<file path="src/rtl/adc_serial_capture.sv">
// Master-side capture for a 12-bit serial ADC: frames chip-select, generates
// the serial clock, and presents each sample with a one-cycle ready strobe.
module adc_serial_capture #(
    parameter int WIDTH     = 12,
    parameter int LEAD_BITS = 4,
    parameter int HALF      = 2,
    parameter int QUIET     = 63
) (
    input  logic             clk,
    input  logic             reset,
    output logic             adc_clk,
    output logic             adc_cs,
    input  logic             adc_sd,
    output logic [WIDTH-1:0] data,
    output logic             ready
);
    localparam int N  = LEAD_BITS + WIDTH;
    localparam int QW = (QUIET > 1) ? $clog2(QUIET) : 1;
    localparam int PW = (2 * HALF > 1) ? $clog2(2 * HALF) : 1;
    localparam int BW = (N > 1) ? $clog2(N) : 1;

    localparam logic [QW-1:0] QUIET_LAST = QW'(QUIET - 1);
    localparam logic [PW-1:0] SAMPLE_PH  = PW'(HALF - 1);
    localparam logic [PW-1:0] PH_LAST    = PW'(2 * HALF - 1);
    localparam logic [PW-1:0] HALF_PH    = PW'(HALF);
    localparam logic [BW-1:0] BIT_LAST   = BW'(N - 1);

    typedef enum logic [1:0] {
        IDLE = 2'd0,
        CONV = 2'd1,
        DONE = 2'd2
    } state_t;

    state_t           state_q, state_d;
    logic [QW-1:0]    quiet_cnt_q, quiet_cnt_d;
    logic [PW-1:0]    ph_cnt_q, ph_cnt_d;
    logic [BW-1:0]    bit_cnt_q, bit_cnt_d;
    // Only WIDTH bits are kept: leading bits fall off the top as data shifts in.
    logic [WIDTH-1:0] shift_q, shift_d;
    logic [WIDTH-1:0] data_q, data_d;
    logic             adc_cs_q, adc_cs_d;
    logic             adc_clk_q, adc_clk_d;
    logic             ready_q, ready_d;

    always_comb begin
        state_d     = state_q;
        quiet_cnt_d = quiet_cnt_q;
        ph_cnt_d    = ph_cnt_q;
        bit_cnt_d   = bit_cnt_q;
        shift_d     = shift_q;

        case (state_q)
            IDLE: begin
                if (quiet_cnt_q == QUIET_LAST) begin
                    state_d     = CONV;
                    quiet_cnt_d = '0;
                    ph_cnt_d    = '0;
                    bit_cnt_d   = '0;
                end else begin
                    quiet_cnt_d = quiet_cnt_q + QW'(1);
                end
            end
            CONV: begin
                // Sample on the edge that ends the low half (adc_clk rises).
                if (ph_cnt_q == SAMPLE_PH) begin
                    shift_d = {shift_q[WIDTH-2:0], adc_sd};
                end
                if (ph_cnt_q == PH_LAST) begin
                    ph_cnt_d = '0;
                    if (bit_cnt_q == BIT_LAST) begin
                        state_d   = DONE;
                        bit_cnt_d = '0;
                    end else begin
                        bit_cnt_d = bit_cnt_q + BW'(1);
                    end
                end else begin
                    ph_cnt_d = ph_cnt_q + PW'(1);
                end
            end
            DONE: begin
                state_d     = IDLE;
                quiet_cnt_d = '0;
            end
            default: begin
                state_d = IDLE;
            end
        endcase

        // Outputs are decoded from the next state so the registered pins line
        // up cycle-for-cycle with the state they belong to.
        adc_cs_d  = (state_d != CONV);
        adc_clk_d = !((state_d == CONV) && (ph_cnt_d < HALF_PH));
        ready_d   = (state_d == DONE);
        data_d    = (state_d == DONE) ? shift_q : data_q;
    end

    always_ff @(posedge clk) begin
        if (reset) begin
            state_q     <= IDLE;
            quiet_cnt_q <= '0;
            ph_cnt_q    <= '0;
            bit_cnt_q   <= '0;
            shift_q     <= '0;
            data_q      <= '0;
            adc_cs_q    <= 1'b1;
            adc_clk_q   <= 1'b1;
            ready_q     <= 1'b0;
        end else begin
            state_q     <= state_d;
            quiet_cnt_q <= quiet_cnt_d;
            ph_cnt_q    <= ph_cnt_d;
            bit_cnt_q   <= bit_cnt_d;
            shift_q     <= shift_d;
            data_q      <= data_d;
            adc_cs_q    <= adc_cs_d;
            adc_clk_q   <= adc_clk_d;
            ready_q     <= ready_d;
        end
    end

    assign adc_cs  = adc_cs_q;
    assign adc_clk = adc_clk_q;
    assign ready   = ready_q;
    assign data    = data_q;

endmodule

</file>
<file path="config.mk">
export PLATFORM = sky130hd
export DESIGN_NAME = adc_serial_capture
export DESIGN_NICKNAME = d
export VERILOG_FILES = /design/src/rtl/adc_serial_capture.sv
export SDC_FILE = /design/constraint.sdc
export NUM_CORES = 1
export LEC_CHECK = 0
export CAP_MARGIN = 20
export CORE_MARGIN = 2
export CORE_UTILIZATION = 50
export DETAILED_ROUTE_END_ITERATION = 8
export PLACE_DENSITY = 0.74
export SYNTH_ARGS = -nofsm -noshare
export SYNTH_HDL_FRONTEND = slang
export SYNTH_SLANG_ARGS = --single-unit
</file>
<file path="constraint.sdc">
create_clock -name clk -period 2.5 [get_ports clk]
set_input_delay 0.5 -clock clk [delete_from_list [all_inputs] [get_ports clk]]
set_output_delay 0.5 -clock clk [all_outputs]
set_load 0.1 [all_outputs]
</file>
Yosys cells after proc, flatten, opt, wreduce, memory -nomap -nowiden
Cells that the tools add are included.

storage, ports and cells
  bits in registers = 41
  latch bits = 0
  RAM bits = 0
  bits in read-only memories = 0
  input port bits = 3
  output and inout bits = 15
  word-level logic and storage cells = 44
  memories kept = 0

cells by class
  $add $sub $neg = 3
  $mul = 0
  div/mod/pow operators = 0
  $lt $le $gt $ge = 1
  eq/ne operators = 11
  shift-type cells = 0
  mux-type cells = 13
  bitwise gates (word level) = 0
  reduce and logical (&&, ||, !) cells = 7

operator list
  operator             number
  $mux 4               3
  $pmux 6 s2           1
  $mux 2               5
  $pmux 2 s2           2
  $pmux 4 s2           1
  $add 6x1->6 const B  1
  $eq 2x1->1 const B   3
  $eq 2x2->1 const B   3
  $eq 6x6->1 const B   1
  $mux 6               1
  $add 4x1->4 const B  1
  $eq 4x4->1 const B   1
  $ne 2x2->1 const B   2
  $reduce_bool 2->1    2
  $reduce_and 3->1     1
  $add 2x1->2 const B  1
  $logic_not 2->1      1
  $lt 2x2->1 const B   1
  $ne 2x1->1 const B   1
  $reduce_and 2->1     1
  $logic_and 1x1->1    1
  $logic_not 1->1      1

Depth between registers and ports, before layout
Gate-level depths: netlist of run 1.

  depth in word-level cells = 7
  gate-level depth with buffers = 6
  mapped depth without buffers = 6

Worst setup path after synthesis of run 1
No wires, ideal clock.

  path kind = reg2reg
  start point = register quiet_cnt_q[0]
  end point = register quiet_cnt_q[2]
  setup time = 0.078 ns
  data arrival time = 1.358 ns
  required time = 2.422 ns
  path slack = 1.064 ns
  cell stages (with the launch flop) = 7
  buffers on the path = 0
  path through = dfxtp_1 inv_1 ha_1 and2_1 a21oi_1 a21oi_1 nor3_1

between the ends
  cells in the longest elaborated chain, start to end = 3
  elaborated cells on any way between the ends = 4
  those cells by class = add/sub (1); eq/ne (1); mux (2)

RTL lines
  item                                              line    RTL
  start: declaration                                35      logic [QW-1:0] quiet_cnt_q, quiet_cnt_d;
  start signal: assignment                          110     quiet_cnt_q <= quiet_cnt_d;
  $add 6x1->6 / $eq 6x6->1 (equally long branches)  60, 54
  $mux 6 *                                          54      if (quiet_cnt_q == QUIET_LAST) begin
  $pmux 6 s2 *                                      52      case (state_q)

Mark *: on every way between the ends. The rest lies on a longest branch, timed or not.
A chain may end at the register's enable or synchronous reset.

Worst setup path in the final report of run 1
  start point = register state_q[0]
  end point = register data_q[6], in the netlist data[6]

between the ends
  cells in the longest elaborated chain, start to end = 4
  elaborated cells on any way between the ends = 7
  those cells by class = eq/ne (2); mux (4); reduce/logical (1)

RTL lines
  item                      line  RTL
  start: declaration        34    state_t state_q, state_d;
  start signal: assignment  109   state_q <= state_d;
  $mux 2                    70    if (bit_cnt_q == BIT_LAST) begin
  $mux 2                    68    if (ph_cnt_q == PH_LAST) begin
  $pmux 2 s2 *              52
  $eq 2x2->1 *              94    data_d = (state_d == DONE) ? shift_q : data_q;
  end signal: assignment    114   data_q <= data_d;
  end: declaration          40    logic [WIDTH-1:0] data_q, data_d;

Marks and branches as above.

==> results of run 1 <==
[per-layer routing]
layer	vias up	track usage	part of all wire
li1	714	-	-
met1	653	0.2438	0.44
met2	31	0.3283	0.49
met3	7	0.06303	0.046
met4	0	0.07295	0.019
met5	-	0	0
[flip-flops by register name, summed over array words and instances, names as in the netlist]
register / flops
ready: 1
bit_cnt_q: 4
adc_cs: 1
quiet_cnt_q: 6
ph_cnt_q: 2
adc_clk: 1
shift_q: 12
state_q: 2
data: 12
[tightest hold or removal path: stages, from the launching register on]
cell                      delay, ns
sky130_fd_sc_hd__dfxtp_1       0.33
sky130_fd_sc_hd__nand2_1       0.05
sky130_fd_sc_hd__a21oi_1       0.05
[cells by family after synthesis]
| group | share of synthesized area |
|---|---|
| buffers and inverters | 0.04182 |
| and+or+nand+nor | 0.2525 |
| adders and majority gates | 0.03802 |
| muxes | 0.006084 |
| AOI/OAI and AO/OA | 0.1627 |
| DFF | 0.4989 |
[cell type report]
type                            instances  area, sq um  share of cell area
Clock inverter                          2        37.54             0.01993
Sequential cell                        41        820.8              0.4359
Clock buffer                            6        51.30             0.02724
Inverter                                4        15.01            0.007973
Tap cell                               44        55.05             0.02924
Timing Repair Buffer                   19        147.6             0.07841
Multi-Input combinational cell        145        755.7              0.4013
[report_power, final]
| group | total, uW | internal, uW | switching, uW |
|---|---|---|---|
| Sequential | 663 | 657 | 5.83 |
| Combinational | 28.1 | 11.7 | 16.3 |
| Clock | 460 | 238 | 223 |
[placed cells by master, fill, tap and decap left out, types with 3 or more instances in the layout]
master,instances
sky130_fd_sc_hd__nand2_1,56
sky130_fd_sc_hd__dfxtp_1,41
sky130_fd_sc_hd__a21oi_1,36
sky130_fd_sc_hd__buf_4,17
sky130_fd_sc_hd__nor2_1,10
sky130_fd_sc_hd__nand3_1,6
sky130_fd_sc_hd__ha_1,5
sky130_fd_sc_hd__clkbuf_4,5
sky130_fd_sc_hd__inv_1,4
sky130_fd_sc_hd__and2_1,3
[per-stage QoR]
stage / instances / area [sq um] / hold WS [ns]
2_1_floorplan: 201 / 1645 / 0.4321
3_3_place_gp: 253 / 1794 / 0.4436
3_5_place_dp: 253 / 1794 / 0.4466
4_1_cts: 261 / 1883 / 0.4642
5_1_grt: 261 / 1883 / 0.4810
6_report: 261 / 1883 / 0.4612
[worst max path at each step]
stage,to,slack [ns],cells past startpoint
3_5_place_dp,data[6],0.71,3
4_1_cts,data[6],0.71,4
6_report,data[6],0.72,4
3_3_place_gp,ph_cnt_q[1],0.75,3
5_1_grt,data[0],0.55,4
2_1_floorplan,quiet_cnt_q[2],1.06,6
==> impl_metrics.json, run 1 <==
{
  "outcome": "finished, final reports clean",
  "synth_top_flop_cell": "sky130_fd_sc_hd__dfxtp_1",
  "synth-warning-count": 0,
  "critical_path.max_fanout": 18,
  "timing.max_cap.violations": 0,
  "latest_clock_arrival_within_the_worst_skew_pair_ns": 0.37,
  "cp_data_required_time_ns": 2.76,
  "synth_common_cells": "sky130_fd_sc_hd__nand2_1, sky130_fd_sc_hd__dfxtp_1, sky130_fd_sc_hd__a21oi_1",
  "synthesis.instances": 201,
  "synth_area_leaders": "sky130_fd_sc_hd__dfxtp_1, sky130_fd_sc_hd__nand2_1, sky130_fd_sc_hd__a21oi_1",
  "slew_viol_final": 0,
  "clock_tree_from_tritoncts": "built",
  "max-clock-path-buffers": 2,
  "hold_path_class": "flip-flop to flip-flop",
  "mean_routed_wirelength_per_cell_um": 12.49,
  "timing.hold.worst_endpoint": "data[3]",
  "post-cts-setup-buffer-count": 0,
  "die_w_um": 61.37,
  "period_share": 0.7133,
  "worst_ir_drop_vdd_v": 0.0003380,
  "post_cts_resized": 0,
  "first_global_vias": 1218,
  "final_core_util": 0.6069,
  "total_cts_buffers": 5,
  "mappedNetlistNets": 209,
  "synth.yosys.seq_area_share": 0.4989,
  "timing.critical_path.from": "state_q[0]",
  "setup_ws_ns": 0.7169,
  "die_h_um": 61.37,
  "rsz0062_at_grt": "false",
  "post_synth_instance_area_sq_mm": 0.001645,
  "design.core.area_sq_mm": 0.003103,
  "final.setup_skew_ns": 0.008144,
  "fin_total_pwr_uw": 1152,
  "drt_wl_total_um": 3259,
  "critical_path.top_delay_family": "simple AND/OR/NAND/NOR gates",
  "synth_top_area_frac": 0.4989,
  "timing.critical_path.slowest_cell_delay_ns": 0.69,
  "htree_levels": 2,
  "floorplan.initialDensity": 0.5302,
  "achievable-frequency_mhz": 560.8,
  "post-dp-hpwl_um": 2290,
  "die_area_sq_mm": 0.003766,
  "route.vias.total": 1405,
  "fin_tns_setup_ns": 0,
  "count_of_filler_cells_inserted_in_the_layout": 292,
  "grt_antenna_before_repair": 0,
  "area_delta_synth_final_pct": 14.45,
  "place_congestion": 0.7975,
  "timing.rr.end": "data[6]",
  "vias_per_cell": 5.383,
  "startpoint_type": "flip-flop",
  "placementRows": 20,
  "grtUsageTotal": 0.1987,
  "ant_nets": 0,
  "slew_headroom": 0.6249,
  "max_slew.worst_pin.slew_ns": 0.5610,
  "drc_errors": 0,
  "postCtsHoldBufs": 0,
  "critical_path.cell_chain": "and2b_4 -> nand3_1 -> nand2_1 -> a21oi_1",
  "yosys.cell_count.top_type": "sky130_fd_sc_hd__nand2_1",
  "boundaryPins": 18,
  "cp_data_arrival_time_ns": 2.04,
  "yosys.area.top_type": "sky130_fd_sc_hd__dfxtp_1",
  "crit_type": "flip-flop to flip-flop",
  "timing.hold.worst_path_depth": 2,
  "post_synthesis_area_per_instance_sq_um": 8.186,
  "report.final.hold_viol_count": 0,
  "drt_first_iter_violations": 74,
  "post_route_cells_drive_above_1_share": 0.1290,
  "p_per_area_mw_per_mm2": 611.5,
  "drt-pass1-iter-count": 4,
  "worst_hold_startpoint": "data[3]",
  "synth_seq_cells": 41,
  "worst_setup_path_end_kind": "flip-flop",
  "tritoncts_num_sinks": 41,
  "final_net_count": 224,
  "period_minus_slack_ns": 1.783,
  "global_route_wire_length_before_repair_um": 5423,
  "portBuffers": 17,
  "synth-async-reset-ratio": 0,
  "placement.setup.worst_slack_ns": 0.7121,
  "critical-path-slowest-cell": "sky130_fd_sc_hd__dfxtp_1",
  "synth_cell_types": 33,
  "worstRegToRegCells": 4,
  "crit_buf_inv": 0,
  "clkSlewWorstSetupHoldPaths_ns": 0.12,
  "grt_overflow": 0,
  "power_leakage_uw": 0.0006806,
  "clock_tree.root_cell": "sky130_fd_sc_hd__clkbuf_4",
  "synth-edff-count": 0,
  "setup_viol": 0,
  "grt_start_max_net_pins": 19,
  "reg2reg_setup_slack_ns": 0.72,
  "reg2reg_from": "state_q[0]",
  "antennaDiodeCount": 0
}
(Power assumes the default switching activity.)
==> inputs of run 2 (changes only) <==
--- a/config.mk
+++ b/config.mk
@@ -7,9 +7,9 @@
 export LEC_CHECK = 0
 export CAP_MARGIN = 20
 export CORE_MARGIN = 2
-export CORE_UTILIZATION = 50
+export CORE_UTILIZATION = 49
 export DETAILED_ROUTE_END_ITERATION = 8
-export PLACE_DENSITY = 0.74
+export PLACE_DENSITY = 0.76
 export SYNTH_ARGS = -nofsm -noshare
 export SYNTH_HDL_FRONTEND = slang
 export SYNTH_SLANG_ARGS = --single-unit
==> constraint.sdc (replaced) <==
create_clock -name clk -period 1.5 [get_ports clk]
set_input_delay 0.3 -clock clk [delete_from_list [all_inputs] [get_ports clk]]
set_output_delay 0.3 -clock clk [all_outputs]
set_load 0.1 [all_outputs]
==> impl_metrics.json, run 2 (same netlist as run 1, synthesis figures left out) <==
{
  "outcome": "finished, final reports clean",
  "grt_start_max_net_pins": 32,
  "clkSlewWorstSetupHoldPaths_ns": 0.12,
  "achievable-frequency_mhz": 727.5,
  "place_area_sq_mm": 0.002052,
  "cp_data_required_time_ns": 1.78,
  "placed_cells_incl_taps": 264,
  "layout.cells.non_filler": 272,
  "timing.hold.worst_endpoint": "shift_q[7]",
  "report.final.hold_viol_count": 0,
  "mean_routed_wirelength_per_cell_um": 11.36,
  "worst_setup_path_end_kind": "flip-flop",
  "crit_type": "flip-flop to flip-flop",
  "cell_internal_pwr_uw": 1516,
  "max_slew.worst_pin.slew_ns": 0.3221,
  "vias_per_cell": 5.287,
  "worst_ir_drop_vdd_v": 0.0004969,
  "fin_tns_setup_ns": 0,
  "post_cts_resized": 0,
  "die_area_sq_mm": 0.003837,
  "crit_path_frequent_cell": "sky130_fd_sc_hd__a21oi_1",
  "setup_viol": 0,
  "hold_path_class": "flip-flop to flip-flop",
  "tritoncts_num_sinks": 41,
  "critical_path.max_fanout": 6,
  "seq_power_share": 0.575,
  "reg2reg_from": "quiet_cnt_q[0]",
  "post-cts-setup-buffer-count": 0,
  "slew_viol_final": 0,
  "final_core_util": 0.6556,
  "critical_path.top_delay_family": "flip-flops",
  "drt_first_iter_violations": 49,
  "area_delta_synth_final_pct": 30.87,
  "crit_buf_inv": 2,
  "htree_levels": 2,
  "die_h_um": 61.95,
  "post_route_cells_drive_above_1_share": 0.1858,
  "floorplan.initialDensity": 0.5010,
  "final.setup_skew_ns": 0.008476,
  "timing.rr.end": "quiet_cnt_q[4]",
  "portBuffers": 17,
  "power_leakage_uw": 0.0007722,
  "drt-pass1-iter-count": 4,
  "place_congestion": 0.7840,
  "first_global_vias": 1228,
  "placementRows": 21,
  "postCtsHoldBufs": 0,
  "p_per_area_mw_per_mm2": 887.5,
  "post-dp-hpwl_um": 2055,
  "clock_power_share": 0.393,
  "clock_tree.root_cell": "sky130_fd_sc_hd__clkbuf_4",
  "max-clock-path-buffers": 2,
  "grtUsageTotal": 0.1851,
  "ant_nets": 0,
  "slew_headroom": 0.7850,
  "design.core.area_sq_mm": 0.003284,
  "timing.max_cap.violations": 0,
  "period_minus_slack_ns": 1.375,
  "grt_antenna_before_repair": 0,
  "clock_tree_from_tritoncts": "built",
  "worst_hold_startpoint": "shift_q[6]",
  "swShare": 0.2065,
  "period_share": 0.9164,
  "startpoint_type": "flip-flop",
  "critical_path_cell_count": 7,
  "antennaDiodeCount": 0,
  "rsz0062_at_grt": "false",
  "timing.critical_path.slowest_cell_delay_ns": 0.34,
  "cp_data_arrival_time_ns": 1.65,
  "critical-path-slowest-cell": "sky130_fd_sc_hd__dfxtp_1",
  "drt_wl_total_um": 3090,
  "route.vias.total": 1438,
  "drc_errors": 0,
  "final_net_count": 233,
  "die_w_um": 61.95,
  "critical_path.cell_chain": "inv_1 -> ha_1 -> and2_1 -> a21oi_1 -> buf_4 -> nand3_1 -> a21oi_1",
  "final_common_cell": "sky130_fd_sc_hd__nand2_1",
  "grt_overflow": 0,
  "reg2reg_setup_slack_ns": 0.13,
  "total_cts_buffers": 5,
  "global_route_wire_length_before_repair_um": 5181,
  "timing.hold.worst_path_depth": 2,
  "boundaryPins": 18,
  "worstRegToRegCells": 7,
  "fin_area_sq_mm": 0.002153,
  "mostFrequentLayoutCells": "sky130_fd_sc_hd__nand2_1, sky130_fd_sc_hd__dfxtp_1, sky130_fd_sc_hd__a21oi_1",
  "pwr-share-comb": 0.031,
  "net-switching-power_uw": 394.7,
  "latest_clock_arrival_within_the_worst_skew_pair_ns": 0.35
}
==> run 2: per-layer routing <==
layer  vias up  wire length, um  GRT usage
li1        729                -          -
met1       670             1385     0.2274
met2        35             1507     0.3036
met3         4              141    0.06211
met4         0               56    0.06383
met5         -                0          0
==> run 2: metrics by stage <==
step | total power, uW | worst slack (ns) | hold slack, ns
global placement | 1182 | 0.01307 | 0.4448
detailed placement | 1184 | -0.002938 | 0.4595
floorplan | 1159 | 0.06395 | 0.4036
global route | 1976 | 0.006199 | 0.4834
CTS | 1931 | 0.02905 | 0.4699
finish | 1911 | 0.1254 | 0.4743
==> run 2: power by group through the flow <==
stage	Clock, uW	Combinational (uW)	Sequential [uW]
final	752	59.7	1100
after global routing	809	66.4	1100
after CTS	771	60.0	1100
after detailed placement	0	59.4	1120
after global placement	0	57.7	1120
after floorplan	0	31.4	1130
==> run 2: final cells by class <==
| type | instances | area [sq um] |
|---|---|---|
| fillers | 264 | 1131 |
| flip-flops and latches | 41 | 822.0 |
| multi-input cells | 145 | 763.2 |
| repair buffers | 28 | 406.6 |
| well taps | 46 | 57.56 |
| clock buffers | 6 | 51.30 |
| clock inverters | 2 | 37.54 |
| inverters | 4 | 15.01 |
==> run 2: tightest hold or removal path, delay by kind of cell (launching register included) <==
kind / cells / cell delay [ns]
AO/OA/AOI/OAI: 1 / 0.05
flip-flops: 1 / 0.34
AND/OR/NAND/NOR: 1 / 0.06
==> run 2: worst max path at each step <==
stage,start,to,slack [ns]
finish,quiet_cnt_q[0],quiet_cnt_q[4],0.13
global placement,reset,quiet_cnt_q[2],0.01
detailed placement,reset,quiet_cnt_q[2],-0.003
floorplan,quiet_cnt_q[0],quiet_cnt_q[2],0.06
global route,bit_cnt_q[1],data[9],0.006
CTS,state_q[1],shift_q[5],0.03
==> inputs of run 3 (changes only) <==
--- a/config.mk
+++ b/config.mk
@@ -9,7 +9,8 @@
 export CORE_MARGIN = 2
 export CORE_UTILIZATION = 49
 export DETAILED_ROUTE_END_ITERATION = 8
-export PLACE_DENSITY = 0.76
+export GPL_ROUTABILITY_DRIVEN = 0
+export PLACE_DENSITY_LB_ADDON = 0.2
 export SYNTH_ARGS = -nofsm -noshare
 export SYNTH_HDL_FRONTEND = slang
 export SYNTH_SLANG_ARGS = --single-unit
==> impl_metrics.json, run 3 (same netlist as run 1, synthesis figures left out) <==
{
  "mostFrequentLayoutCells": "sky130_fd_sc_hd__nand2_1, sky130_fd_sc_hd__dfxtp_1, sky130_fd_sc_hd__a21oi_1",
  "rsz0062_at_grt": "true",
  "postCtsHoldBufs": 0,
  "slew_viol_final": 0,
  "power_leakage_uw": 0.0007630,
  "clock_tree_from_tritoncts": "built",
  "drt_wl_total_um": 3499,
  "timing.critical_path.slowest_cell_delay_ns": 0.34,
  "die_h_um": 61.95,
  "slew_headroom": 0.7243,
  "vias_per_cell": 5.289,
  "period_share": 0.9578,
  "hold_path_class": "flip-flop to flip-flop",
  "design.core.area_sq_mm": 0.003284,
  "critical_path.cell_chain": "inv_1 -> ha_1 -> and2_2 -> a32oi_2 -> nand3b_1 -> o41ai_2",
  "post-dp-hpwl_um": 2389,
  "placementRows": 21,
  "first_global_vias": 1256,
  "clkSlewWorstSetupHoldPaths_ns": 0.12,
  "grtUsageTotal": 0.2010,
  "drt_first_iter_violations": 46,
  "grt_start_max_net_pins": 20,
  "htree_levels": 2,
  "startpoint_type": "flip-flop",
  "grt_antenna_before_repair": 0,
  "critical_path.max_fanout": 5,
  "total_cts_buffers": 5,
  "post_route_cells_drive_above_1_share": 0.2054,
  "die_w_um": 61.95,
  "timing.max_cap.violations": 0,
  "achievable-frequency_mhz": 696.1,
  "antennaDiodeCount": 0,
  "portBuffers": 17,
  "drc_errors": 0,
  "crit_type": "flip-flop to flip-flop",
  "drt-pass1-iter-count": 4,
  "cp_data_arrival_time_ns": 1.70,
  "die_area_sq_mm": 0.003837,
  "fin_total_pwr_uw": 1739,
  "final_common_cell": "sky130_fd_sc_hd__nand2_1",
  "place_area_sq_mm": 0.002044,
  "floorplan.initialDensity": 0.5010,
  "final_net_count": 232,
  "max_slew.worst_pin.slew_ns": 0.4136,
  "period_minus_slack_ns": 1.437,
  "fin_area_sq_mm": 0.002146,
  "report.final.hold_viol_count": 0,
  "setup_viol": 0,
  "p_per_area_mw_per_mm2": 810.4,
  "cp_data_required_time_ns": 1.77,
  "boundaryPins": 18,
  "critical-path-slowest-cell": "sky130_fd_sc_hd__dfxtp_2",
  "global_route_wire_length_before_repair_um": 5616,
  "route.vias.total": 1428,
  "ant_nets": 0,
  "grt_overflow": 0,
  "post-cts-setup-buffer-count": 0,
  "tritoncts_num_sinks": 41,
  "final.setup_skew_ns": 0.004803,
  "worst_setup_path_end_kind": "flip-flop",
  "mean_routed_wirelength_per_cell_um": 12.96,
  "latest_clock_arrival_within_the_worst_skew_pair_ns": 0.35,
  "worst_ir_drop_vdd_v": 0.0005752,
  "max-clock-path-buffers": 2,
  "outcome": "finished, final reports clean",
  "fin_tns_setup_ns": 0,
  "area_delta_synth_final_pct": 30.42,
  "clock_tree.root_cell": "sky130_fd_sc_hd__clkbuf_4"
}
-- run 3: cell count changes in the layout (fill, tap and decap cells not counted), sizes merged --
| cell | delta |
|---|---|
| bufinv | -1 |
| buf | -1 |
-- run 3: worst paths after layout --
check                  from           end  slack (ns)  cells after the start
min             shift_q[11]   shift_q[11]        0.47                      2
max          quiet_cnt_q[0]  bit_cnt_q[3]        0.06                      6
min reg2reg     shift_q[11]   shift_q[11]        0.47                      2
max reg2reg  quiet_cnt_q[0]  bit_cnt_q[3]        0.06                      6
-- run 3: final cells by class --
class | count | area (sq um)
clock inverter | 1 | 7.507
fill | 274 | 1139
timing repair buffer | 27 | 402.9
clock buffer | 6 | 51.30
inverter | 4 | 15.01
tap | 46 | 57.56
sequential | 41 | 824.5
multi-input combinational | 145 | 787.0
-- run 3: power breakdown --
part	internal, uW	switching, uW	leakage, uW
clock	220	357	0.0000303
sequential	1100	7.93	0.000332
combinational	23.7	34.4	0.000401
-- run 3: critical path: cells and delay by family, from the launching register on --
| kind | cells | cell delay (ns) |
|---|---|---|
| AO/OA/AOI/OAI | 2 | 0.41 |
| adder cells (fa/ha/maj) | 1 | 0.19 |
| buffers and inverters | 1 | 0.04 |
| flip-flops | 1 | 0.34 |
| AND/OR/NAND/NOR | 2 | 0.36 |
-- run 3: repair_timing --
item                       in CTS  in global routing
pin swaps                       0                  2
gates resized for setup         1                 12
setup endpoints to repair       2                 16
-- run 3: layer usage --
metal	vias to the layer above	track usage	part of all wire
li1	725	-	-
met1	665	0.2632	0.45
met2	33	0.3110	0.50
met3	5	0.05797	0.040
met4	0	0.08207	0.011
met5	-	0	0
-- run 3: stage by stage --
step / worst slack [ns] / std cells / hold WS [ns] / utilization
after floorplan: 0.06395 / 201 / 0.4036 / -
after global placement: 0.07439 / 263 / 0.4436 / 0.6225
after detailed placement: 0.01879 / 263 / 0.4484 / 0.6225
after CTS: 0.02307 / 270 / 0.4642 / 0.6427
after global routing: -0.005424 / 270 / 0.4932 / 0.6533
final: 0.06335 / 270 / 0.4692 / 0.6533
